File: config.mk
export PLATFORM = sky130hd
export DESIGN_NAME = click_sync_rx_flat
export DESIGN_NICKNAME = d
export VERILOG_FILES = /design/src/rtl/click_sync_rx_if.sv /design/src/rtl/click_sync_rx.sv /design/src/flat_wrapper.sv
export SDC_FILE = /design/constraint.sdc
export NUM_CORES = 1
export LEC_CHECK = 0
export CORE_MARGIN = 2
export CORE_UTILIZATION = 40
export CTS_CLUSTER_SIZE = 28
export DETAILED_ROUTE_END_ITERATION = 16
export MAX_ROUTING_LAYER = met4
export REMOVE_ABC_BUFFERS = 1
export SYNTH_ARGS = -nofsm -noshare
export SYNTH_HDL_FRONTEND = slang
export SYNTH_SLANG_ARGS = --single-unit
File: constraint.sdc
create_clock -name clk -period 3.35 [get_ports clk]
set_input_delay 0.5025 -clock clk [delete_from_list [all_inputs] [get_ports clk]]
set_output_delay 0.5025 -clock clk [all_outputs]
set_load 0.005 [all_outputs]
File: src/rtl/click_sync_rx_if.sv
// Bundle of the async click-side handshake and the clocked valid/ready output bus
// of click_sync_rx. The receiver connects through the slave modport.
interface click_sync_rx_if #(
    parameter int DATA_WIDTH = 32,
    parameter int DEPTH      = 4
);
    localparam int CNT_W = $clog2(DEPTH) + 1;

    logic                  inR;
    logic                  inA;
    logic [DATA_WIDTH-1:0] in_data;
    logic                  out_valid;
    logic                  out_ready;
    logic [DATA_WIDTH-1:0] out_data;
    logic [CNT_W-1:0]      count;

    modport master (
        output inR,
        output in_data,
        output out_ready,
        input  inA,
        input  out_valid,
        input  out_data,
        input  count
    );

    modport slave (
        input  inR,
        input  in_data,
        input  out_ready,
        output inA,
        output out_valid,
        output out_data,
        output count
    );
endinterface

File: src/rtl/click_sync_rx.sv
// Two-phase bundled-data receiver: synchronizes inR, captures words into a FIFO and
// returns inA per captured word. Define CLICK_SYNC_RX_SYNC3_EN for a 3-stage synchronizer.
module click_sync_rx #(
    parameter int DATA_WIDTH = 32,
    parameter int DEPTH      = 4
) (
    input  logic           clk,
    input  logic           rstn,
    click_sync_rx_if.slave bus
);
    localparam int PTR_W = $clog2(DEPTH);
    localparam int CNT_W = PTR_W + 1;
`ifdef CLICK_SYNC_RX_SYNC3_EN
    localparam int SYNC_N = 3;
`else
    localparam int SYNC_N = 2;
`endif
    localparam logic [CNT_W-1:0] CNT_FULL = CNT_W'(DEPTH);
    localparam logic [CNT_W-1:0] CNT_ONE  = CNT_W'(1);
    localparam logic [PTR_W-1:0] PTR_ONE  = PTR_W'(1);

    logic [SYNC_N-1:0]     sync_q, sync_d;
    logic                  inA_q, inA_d;
    logic [PTR_W-1:0]      wr_ptr_q, wr_ptr_d;
    logic [PTR_W-1:0]      rd_ptr_q, rd_ptr_d;
    logic [CNT_W-1:0]      count_q, count_d;
    logic                  out_valid_q, out_valid_d;
    logic [DATA_WIDTH-1:0] mem_q [DEPTH];
    logic [DATA_WIDTH-1:0] mem_d [DEPTH];

    logic inR_s;
    logic pending_s;
    logic full_s;
    logic rd_s;
    logic wr_s;

    // Handshake decode: a read frees a slot on the same edge, so a full FIFO can still accept.
    always_comb begin
        inR_s     = sync_q[SYNC_N-1];
        pending_s = inR_s ^ inA_q;
        full_s    = (count_q == CNT_FULL);
        rd_s      = out_valid_q & bus.out_ready;
        if (pending_s && (!full_s || rd_s)) begin
            wr_s = 1'b1;
        end else begin
            wr_s = 1'b0;
        end
    end

    // Next-state for synchronizer, pointers, occupancy, acknowledge and storage.
    always_comb begin
        sync_d   = {sync_q[SYNC_N-2:0], bus.inR};
        inA_d    = inA_q;
        wr_ptr_d = wr_ptr_q;
        rd_ptr_d = rd_ptr_q;
        count_d  = count_q;
        for (int i = 0; i < DEPTH; i++) begin
            mem_d[i] = mem_q[i];
        end

        if (wr_s) begin
            mem_d[wr_ptr_q] = bus.in_data;
            wr_ptr_d        = wr_ptr_q + PTR_ONE;
            inA_d           = ~inA_q;
        end else begin
            wr_ptr_d = wr_ptr_q;
        end

        if (rd_s) begin
            rd_ptr_d = rd_ptr_q + PTR_ONE;
        end else begin
            rd_ptr_d = rd_ptr_q;
        end

        case ({wr_s, rd_s})
            2'b10:   count_d = count_q + CNT_ONE;
            2'b01:   count_d = count_q - CNT_ONE;
            default: count_d = count_q;
        endcase

        out_valid_d = (count_d != {CNT_W{1'b0}});
    end

    // State registers with synchronous active-low reset.
    always_ff @(posedge clk) begin
        if (!rstn) begin
            sync_q      <= {SYNC_N{1'b0}};
            inA_q       <= 1'b0;
            wr_ptr_q    <= {PTR_W{1'b0}};
            rd_ptr_q    <= {PTR_W{1'b0}};
            count_q     <= {CNT_W{1'b0}};
            out_valid_q <= 1'b0;
            for (int i = 0; i < DEPTH; i++) begin
                mem_q[i] <= {DATA_WIDTH{1'b0}};
            end
        end else begin
            sync_q      <= sync_d;
            inA_q       <= inA_d;
            wr_ptr_q    <= wr_ptr_d;
            rd_ptr_q    <= rd_ptr_d;
            count_q     <= count_d;
            out_valid_q <= out_valid_d;
            for (int i = 0; i < DEPTH; i++) begin
                mem_q[i] <= mem_d[i];
            end
        end
    end

    assign bus.inA       = inA_q;
    assign bus.out_valid = out_valid_q;
    assign bus.count     = count_q;
    assign bus.out_data  = mem_q[rd_ptr_q];

endmodule

File: src/flat_wrapper.sv
// flat-port wrapper written by rule: the top's interface ports become plain ports
module click_sync_rx_flat 
#(
    parameter int DATA_WIDTH = 32,
    parameter int DEPTH      = 4
)
  (clk, rstn, bus_inR, bus_in_data, bus_out_ready, bus_inA, bus_out_valid, bus_out_data, bus_count);
  click_sync_rx_if #(.DATA_WIDTH(DATA_WIDTH), .DEPTH(DEPTH)) bus_i ();
  input  logic clk;
  input  logic rstn;
  input wire logic [$bits(bus_i.inR)-1:0] bus_inR;
  input wire logic [$bits(bus_i.in_data)-1:0] bus_in_data;
  input wire logic [$bits(bus_i.out_ready)-1:0] bus_out_ready;
  output wire logic [$bits(bus_i.inA)-1:0] bus_inA;
  output wire logic [$bits(bus_i.out_valid)-1:0] bus_out_valid;
  output wire logic [$bits(bus_i.out_data)-1:0] bus_out_data;
  output wire logic [$bits(bus_i.count)-1:0] bus_count;
  assign bus_i.inR = bus_inR;
  assign bus_i.in_data = bus_in_data;
  assign bus_i.out_ready = bus_out_ready;
  assign bus_inA = bus_i.inA;
  assign bus_out_valid = bus_i.out_valid;
  assign bus_out_data = bus_i.out_data;
  assign bus_count = bus_i.count;
  click_sync_rx #(.DATA_WIDTH(DATA_WIDTH), .DEPTH(DEPTH)) u_core (.clk(clk), .rstn(rstn), .bus(bus_i));
endmodule
==> flow_summary.yaml, run 1 <==
run_status:
  run_status: "finished clean"
timing:
  min_period_over_period: 0.853
  finalCriticalPeriod_ns: 2.86
  fin_tns_setup_ns: 0
  timing.final.hold_violations: 0
  rsz0062_at_grt: "false"
  finalSetupViolCount: 0
  fmax_ghz: 0.350
  max_slew.worst_pin.slew_ns: 0.889
  drv_slew: 0
  fin_skew_ns: 0.00491
  slew_headroom: 0.408
die:
  fp-row-count: 45
  die_y_um: 127
  num_io_pins: 73
  die_w_um: 127
  placeableCoreArea_mm2: 0.0150
  start_util: 0.405
  fp.dieArea_mm2: 0.0162
clock_tree:
  clk_pin_slew_ns: 0.06
  clkSinkCount: 141
  cts_max_level: 4
  cts_tree: "yes"
  clk_latency_ns: 0.41
  cts_setup_buffers: 0
  cts_inserted_buffers: 17
  cts-resized-gates: 0
  cts_hold_buffers: 0
  cts_max_path_buffers: 2
  cts_root_buf: "clkbuf_16"
placed_design:
  place.gp.congestion: 0.754
  hpwl_um: 8240
  place_area_mm2: 0.00694
  portBuffers: 72
finish:
  syn_to_final_growth_pct: 25.5
  drive_gt1_frac: 0.136
  fillers: 1298
  diodes: 0
  stdcell_area_mm2: 0.00765
  nNetsFinal: 656
synth:
  avgSynthCellArea_um2: 11.1
  synth-edff-count: 0
  synthTopCellsByArea: "dfxtp_1 (46%), mux2i_1 (22%), mux4_2 (12%), nand2_1 (10%), buf_6 (2.4%)"
  async_flop_share: 0
  yosys_most_used_dff: "dfxtp_1"
  synth_top_area_frac: 0.463
  yosysMostFrequentCell: "nand2_1"
  syn_inst: 549
  synth_area_mm2: 0.00609
  ys_ff_latch: 141
  synth.distinct_cells: 27
  synth-seq-area-share: 0.463
  yosys.area.top_type: "dfxtp_1"
  synth_warnings: 0
  netlist_top_cells_count: "nand2_1 (164), dfxtp_1 (141), mux2i_1 (131), mux4_2 (32), clkbuf_1 (21)"
setup_path:
  path_cells: "buf_4 > mux4_2 > clkdlybuf4s50_1"
  crit_buf_inv: 2
  cp_max_fo: 14
  crit_required_ns: 2.85
  crit_family: "buffers and inverters"
  crit_path_end_kind: "output port"
  max_stage_delay_ns: 0.65
  arrival_ns: 2.36
  crit_path_start_kind: "register"
  crit_slowest_cell: "dfxtp_2"
  critPathKind: "register to output port"
detailed_routing:
  drt-total-wl_um: 13100
  antenna_left: 0
  vias: 4155
  wire_per_inst_um: 16.0
  drtIter0Drc: 138
  avgViaCountPerCell: 5.10
  drtPass1Iterations: 4
  drc: 0
pwr:
  ir_worst_vdd_mv: 0.383
  power_density_mw_per_mm2: 579
  leakagePower_nw: 3.54
global_routing:
  grtUsageTotal: 0.174
  grt_pass1_vias: 4299
  gr-total-overflow: 0
  antenna_found_initial: 0
  grt_pass1_wl_um: 21400
  grt_start_max_net_pins: 87
hold_path:
  hold_path_class: "register to register"
job:
  max-cap-violations: 0
[worst reg2reg max path: cells and delay by family, from the launching register on]
family / cells / cell delay [ns]
fa+ha+maj: 2 / 0.61
compound gates: 2 / 0.40
simple gates: 1 / 0.33
flops: 1 / 0.47
xor+xnor: 2 / 0.50
buf+inv: 2 / 0.19
[area by class of cell]
type                            instances  area (µm²)  area share
Sequential cell                       141        2830       0.369
Inverter                                4        15.0     0.00196
Timing Repair Buffer                   87         868       0.114
Multi-Input combinational cell        363        2990       0.391
Tap cell                              188         235      0.0308
Clock buffer                           20         447      0.0584
Clock inverter                         12         264      0.0345
[report_power, final]
| group | switching [mW] | total, mW | internal, mW |
|---|---|---|---|
| Sequential | 0.0465 | 1.77 | 1.72 |
| Clock | 0.694 | 2.26 | 1.56 |
| Combinational | 0.186 | 0.405 | 0.219 |
| Total | 0.927 | 4.43 | 3.51 |
[cells by family after synthesis]
group	count (synthesis)	synth area share
buffers and inverters	45	0.0452
flip-flops	141	0.463
AO/OA/AOI/OAI	12	0.0218
XOR/XNOR	4	0.00883
AND/OR/NAND/NOR	178	0.114
adder cells (fa/ha/maj)	6	0.0136
multiplexers	163	0.334
[worst paths after layout]
path,to,slack (ns),from,cells past startpoint
hold / removal,u_core.sync_q[1]$_SDFF_PN0_,0.44,u_core.sync_q[0]$_SDFF_PN0_,1
setup / recovery,bus_out_data[6],0.49,register,3
setup reg to reg,u_core.bus.out_valid$_SDFF_PN0_,0.77,u_core.bus.inA$_SDFFE_PN0P_,9
hold reg to reg,u_core.sync_q[1]$_SDFF_PN0_,0.44,u_core.sync_q[0]$_SDFF_PN0_,1
[stage by stage]
stage               hold slack [ns]  std cells  setup slack (ns)  utilization  power, mW
finish                        0.438        815             0.491        0.509       4.43
detailed placement            0.427        783             0.503        0.462       2.21
CTS                           0.442        815             0.458        0.509       4.49
global route                  0.448        815             0.419        0.509       4.58
global placement              0.422        783             0.593        0.462       2.21
floorplan                     0.412        508             0.817            -       2.00
[layer usage]
metal,share of wire,vias to the layer above,wire [µm],GRT usage
met2,0.47,74,6190,0.269
li1,-,2022,-,-
met3,0.032,18,414,0.0465
met4,0.014,0,185,0.0595
met5,0,-,0,-
met1,0.48,2041,6270,0.222
[layout by cell type (no fill, tap or decap), types with 3 or more instances in the layout]
master           count
nand2_1            164
dfxtp_1            139
mux2i_1            131
clkdlybuf4s50_1     71
mux4_2              32
clkbuf_16           17
buf_4               13
bufinv_16            8
ha_1                 5
inv_1                4
o211ai_4             4
nor2_1               4
and2_1               3
clkinv_2             3
buf_12               3
[sequential cells by signal (all words and copies together), names as in the netlist, named ones only]
| register | cells |
|---|---|
| u_core.bus.count | 3 |
| u_core.bus.inA | 1 |
| u_core.bus.out_valid | 1 |
| u_core.mem_q | 128 |
| u_core.rd_ptr_q | 2 |
| u_core.sync_q | 2 |
| u_core.wr_ptr_q | 2 |
Power figures use the tool's default switching activity.
==> run 2, diff against run 1 <==
--- a/config.mk
+++ b/config.mk
@@ -6,10 +6,11 @@
 export NUM_CORES = 1
 export LEC_CHECK = 0
 export CORE_MARGIN = 2
-export CORE_UTILIZATION = 40
+export CORE_UTILIZATION = 25
 export CTS_CLUSTER_SIZE = 28
 export DETAILED_ROUTE_END_ITERATION = 16
 export MAX_ROUTING_LAYER = met4
+export PLACE_DENSITY = 0.45
 export REMOVE_ABC_BUFFERS = 1
 export SYNTH_ARGS = -nofsm -noshare
 export SYNTH_HDL_FRONTEND = slang
==> run 2 against run 1 <==
Net effect: power down 7.1%; critical path depth unchanged; sequential cell count stayed put; fmax up 7.3%; combinational power grew 4.9%; largest cell class unchanged.
==> flow_summary.yaml, run 2 (same netlist as run 1, synthesis figures left out) <==
run_status:
  run_status: "finished clean"
pwr:
  ir_worst_vdd_mv: 0.192
  power_density_mw_per_mm2: 535
  total_power_mw: 4.12
  leakagePower_nw: 3.48
finish:
  stdcell_area_mm2: 0.00770
  diodes: 0
  syn_to_final_growth_pct: 26.4
  fillers: 2483
  largest_reg_flops: 128
  drive_gt1_frac: 0.136
  nNetsFinal: 654
  regMostFlops: "u_core.mem_q"
  finalNonFillerCells: 949
  final_cell_mix: "nand2_1 (164), dfxtp_1 (139), mux2i_1 (131), clkdlybuf4s50_1 (71), mux4_2 (32)"
  final_common_cell: "nand2_1"
clock_tree:
  cts_tree: "yes"
  clkSinkCount: 141
  cts_setup_buffers: 0
  cts_max_path_buffers: 2
  cts_inserted_buffers: 17
  cts-resized-gates: 0
  clk_latency_ns: 0.41
  cts_max_level: 4
  clk_pin_slew_ns: 0.06
  cts_hold_buffers: 0
  cts_root_buf: "clkbuf_16"
hold_path:
  hold_start: "u_core.sync_q[0]$_SDFF_PN0_"
  min_to: "u_core.sync_q[1]$_SDFF_PN0_"
  hold_path_class: "register to register"
  hold_depth: 1
setup_path:
  crit_path_end_kind: "output port"
  crit_required_ns: 2.85
  cp_max_fo: 18
  max_stage_delay_ns: 0.61
  regToRegStartpoint: "u_core.bus.inA$_SDFFE_PN0P_"
  arrival_ns: 2.16
  crit_family: "buffers and inverters"
  crit_slowest_cell: "mux4_2"
  crit_path_start_kind: "register"
  path_cells: "buf_4 > mux4_2 > clkdlybuf4s50_1"
  r2r_end: "u_core.bus.out_valid$_SDFF_PN0_"
  crit_buf_inv: 2
  r2r_cells: 8
  critPathKind: "register to output port"
  r2r_slack_ns: 0.81
global_routing:
  grt_pass1_vias: 4355
  grtUsageTotal: 0.122
  antenna_found_initial: 0
  grt_start_max_net_pins: 84
  gr-total-overflow: 0
  grt_pass1_wl_um: 23500
job:
  max-cap-violations: 0
timing:
  fin_hold_ws_ns: 0.434
  max_slew.worst_pin.slew_ns: 0.644
  fmax_ghz: 0.375
  drv_slew: 0
  min_period_over_period: 0.795
  finalCriticalPeriod_ns: 2.66
  fin_tns_setup_ns: 0
  slew_headroom: 0.570
  finalSetupViolCount: 0
  fin_skew_ns: 0.0109
  timing.final.hold_violations: 0
  rsz0062_at_grt: "false"
die:
  die_y_um: 160
  die_w_um: 160
  fp-row-count: 57
  start_util: 0.253
  fp.dieArea_mm2: 0.0256
  placeableCoreArea_mm2: 0.0241
  num_io_pins: 73
placed_design:
  dpl.cell_count: 917
  place_area_mm2: 0.00709
  place.gp.congestion: 0.709
  portBuffers: 72
  hpwl_um: 9290
detailed_routing:
  avgViaCountPerCell: 4.34
  vias: 4117
  drc: 0
  wire_per_inst_um: 15.4
  drt-total-wl_um: 14600
  antenna_left: 0
  drtIter0Drc: 144
  drtPass1Iterations: 4
-- run 2: layout make-up --
cell class / count / area, µm² / share of cell area
clock buffer: 18 / 439 / 0.0571
inverter: 4 / 15.0 / 0.00195
sequential: 141 / 2830 / 0.367
multi-input combinational: 363 / 2990 / 0.389
tap: 324 / 405 / 0.0527
timing repair buffer: 85 / 853 / 0.111
clock inverter: 14 / 165 / 0.0215
-- run 2: metal layers --
| layer | track usage | vias up | wire length (µm) |
|---|---|---|---|
| li1 | - | 2020 | - |
| met1 | 0.146 | 2019 | 6650 |
| met2 | 0.203 | 65 | 7220 |
| met3 | 0.0345 | 13 | 570 |
| met4 | 0.0340 | 0 | 170 |
| met5 | - | - | 0 |
-- run 2: worst register-to-register path, delay by kind of cell (launching register included) --
kind                     cells  cell delay [ns]
AO/OA/AOI/OAI                2             0.49
XOR/XNOR                     2             0.50
adder cells (fa/ha/maj)      2             0.62
buffers and inverters        1             0.08
flip-flops                   1             0.45
AND/OR/NAND/NOR              1             0.34
-- run 2: through the flow --
| step | util | setup slack (ns) |
|---|---|---|
| floorplan | - | 0.817 |
| global placement | 0.294 | 0.592 |
| detailed placement | 0.294 | 0.511 |
| CTS | 0.319 | 0.618 |
| global route | 0.319 | 0.561 |
| finish | 0.319 | 0.685 |
-- run 2: worst max-delay path by stage --
stage	start	to	slack (ns)	cells past startpoint
final	register	bus_out_data[17]	0.69	3
after global routing	register	bus_out_data[29]	0.56	3
after CTS	register	bus_out_data[29]	0.62	3
after detailed placement	bus_out_ready	u_core.bus.out_valid$_SDFF_PN0_	0.51	9
after global placement	bus_out_ready	u_core.bus.out_valid$_SDFF_PN0_	0.59	9
after floorplan	u_core.bus.inA$_SDFFE_PN0P_	u_core.bus.out_valid$_SDFF_PN0_	0.82	8
-- run 2: report_power, final --
group | internal [mW] | switching [mW] | total (mW) | leakage [nW]
registers | 1.72 | 0.0320 | 1.75 | 1.14
clock network | 1.19 | 0.744 | 1.94 | 0.297
logic | 0.216 | 0.208 | 0.425 | 2.04
total | 3.13 | 0.985 | 4.12 | 3.48
==> run 3, diff against run 2 <==
==> constraint.sdc (replaced) <==
create_clock -name clk -period 2.46 [get_ports clk]
set_input_delay 0.369 -clock clk [delete_from_list [all_inputs] [get_ports clk]]
set_output_delay 0.369 -clock clk [all_outputs]
set_load 0.005 [all_outputs]
==> run 3 against run 2 <==
Net effect: via count is 2.9% higher; sequential cell count stayed put; power is 43% higher; sequential share of layout area is 1.4 points lower; non-clock buffer count is 13 higher; clock power is 47% higher; final area is 4.1% higher; clock-buffer cell count is 1 higher; largest cell class unchanged; highest routed layer unchanged.
==> flow_summary.yaml, run 3 (same netlist as run 1, synthesis figures left out) <==
run_status:
  run_status: "finished clean"
timing:
  slew_headroom: 0.689
  max_slew.worst_pin.slew_ns: 0.466
  fmax_ghz: 0.418
  timing.final.hold_violations: 0
  finalSetupViolCount: 0
  fin_tns_setup_ns: 0
  drv_slew: 0
  worst_slack_ns: 0.0648
  fin_skew_ns: 0.0103
  min_period_over_period: 0.974
  finalCriticalPeriod_ns: 2.40
  rsz0062_at_grt: "false"
hold_path:
  hold_path_class: "input pin to register"
  hold_depth: 3
placed_design:
  hpwl_um: 9180
  place.gp.congestion: 0.684
  portBuffers: 72
  dpl_worst_slack_ns: -0.172
die:
  fp-row-count: 57
  fp.dieArea_mm2: 0.0256
  placeableCoreArea_mm2: 0.0241
  die_y_um: 160
  die_w_um: 160
  start_util: 0.253
  num_io_pins: 73
global_routing:
  grt_start_max_net_pins: 49
  grt_pass1_wl_um: 24400
  grtUsageTotal: 0.129
  gr-total-overflow: 0
  grt_pass1_vias: 4448
  antenna_found_initial: 0
finish:
  syn_to_final_growth_pct: 31.5
  regMostFlops: "u_core.mem_q"
  largest_reg_flops: 128
  nNetsFinal: 667
  fillers: 2487
  drive_gt1_frac: 0.152
  fin_util: 0.332
  final_cell_mix: "nand2_1 (164), dfxtp_1 (139), mux2i_1 (131), clkdlybuf4s50_1 (69), mux4_2 (32)"
  final_common_cell: "nand2_1"
  diodes: 0
detailed_routing:
  drtIter0Drc: 97
  vias: 4235
  drc: 0
  drt-total-wl_um: 15500
  antenna_left: 0
  drtPass1Iterations: 4
  wire_per_inst_um: 16.1
  avgViaCountPerCell: 4.40
clock_tree:
  cts_tree: "yes"
  cts_hold_buffers: 0
  cts_inserted_buffers: 17
  cts_max_path_buffers: 2
  cts_max_level: 4
  cts_root_buf: "clkbuf_16"
  clkSinkCount: 141
  clk_latency_ns: 0.42
  clk_pin_slew_ns: 0.06
pwr:
  total_power_mw: 5.90
  ir_worst_vdd_mv: 0.377
  power_density_mw_per_mm2: 736
  leakagePower_nw: 3.64
setup_path:
  max_stage_delay_ns: 0.55
  crit_required_ns: 2.09
  crit_path_end_kind: "output port"
  path_cells: "buf_12 > mux4_2 > clkdlybuf4s50_1"
  r2r_cells: 8
  crit_slowest_cell: "mux4_2"
  cp_max_fo: 8
  crit_path_start_kind: "register"
  critPathKind: "register to output port"
  arrival_ns: 2.03
job:
  max-cap-violations: 0
[run 3: worst max-delay path: cells and delay by family (launching register included)]
| family | cells | cell delay [ns] |
|---|---|---|
| buffers and inverters | 2 | 0.64 |
| DFF | 1 | 0.41 |
| muxes | 1 | 0.55 |
[run 3: final timing paths]
check / slack, ns / end / from
max reg2reg: 0.21 / u_core.bus.out_valid$_SDFF_PN0_ / u_core.bus.inA$_SDFFE_PN0P_
min: 0.42 / u_core.mem_q[3][1]$_SDFFE_PN0P_ / rstn
min reg2reg: 0.43 / u_core.sync_q[1]$_SDFF_PN0_ / u_core.sync_q[0]$_SDFF_PN0_
max: 0.06 / bus_out_data[17] / register
[run 3: final cells by class]
type,count,area (µm²),area share
clock buffers,19,443,0.0553
clock inverters,13,213,0.0266
inverters,4,15.0,0.00187
multi-input cells,363,2990,0.374
flip-flops and latches,141,2830,0.353
well taps,324,405,0.0506
repair buffers,98,1110,0.139
[run 3: timing repair]
item | CTS | global route
endpoints found under the setup margin | 18 | 4
gates cloned | 3 | 1
buffers inserted | 0 | 2
hold endpoints to repair | 0 | 0
gates resized for setup | 5 | 1
[run 3: power by group]
| part | switching (mW) | internal, mW |
|---|---|---|
| sequential | 0.0487 | 2.35 |
| combinational | 0.302 | 0.351 |
| clock | 1.02 | 1.83 |
| total | 1.37 | 4.53 |
[run 3: per-layer routing]
layer | vias up | part of all wire | global-route usage
met5 | - | 0 | -
met4 | 0 | 0.020 | 0.0557
met3 | 21 | 0.034 | 0.0265
met2 | 88 | 0.49 | 0.210
met1 | 2084 | 0.46 | 0.155
li1 | 2042 | - | -
[run 3: stage by stage]
step	instances	hold WS, ns	cell area, µm²
after CTS	959	0.421	7970
final	962	0.419	8010
after global routing	962	0.438	8010
after detailed placement	924	0.419	7220
after floorplan	508	0.412	5830
after global placement	924	0.429	7220
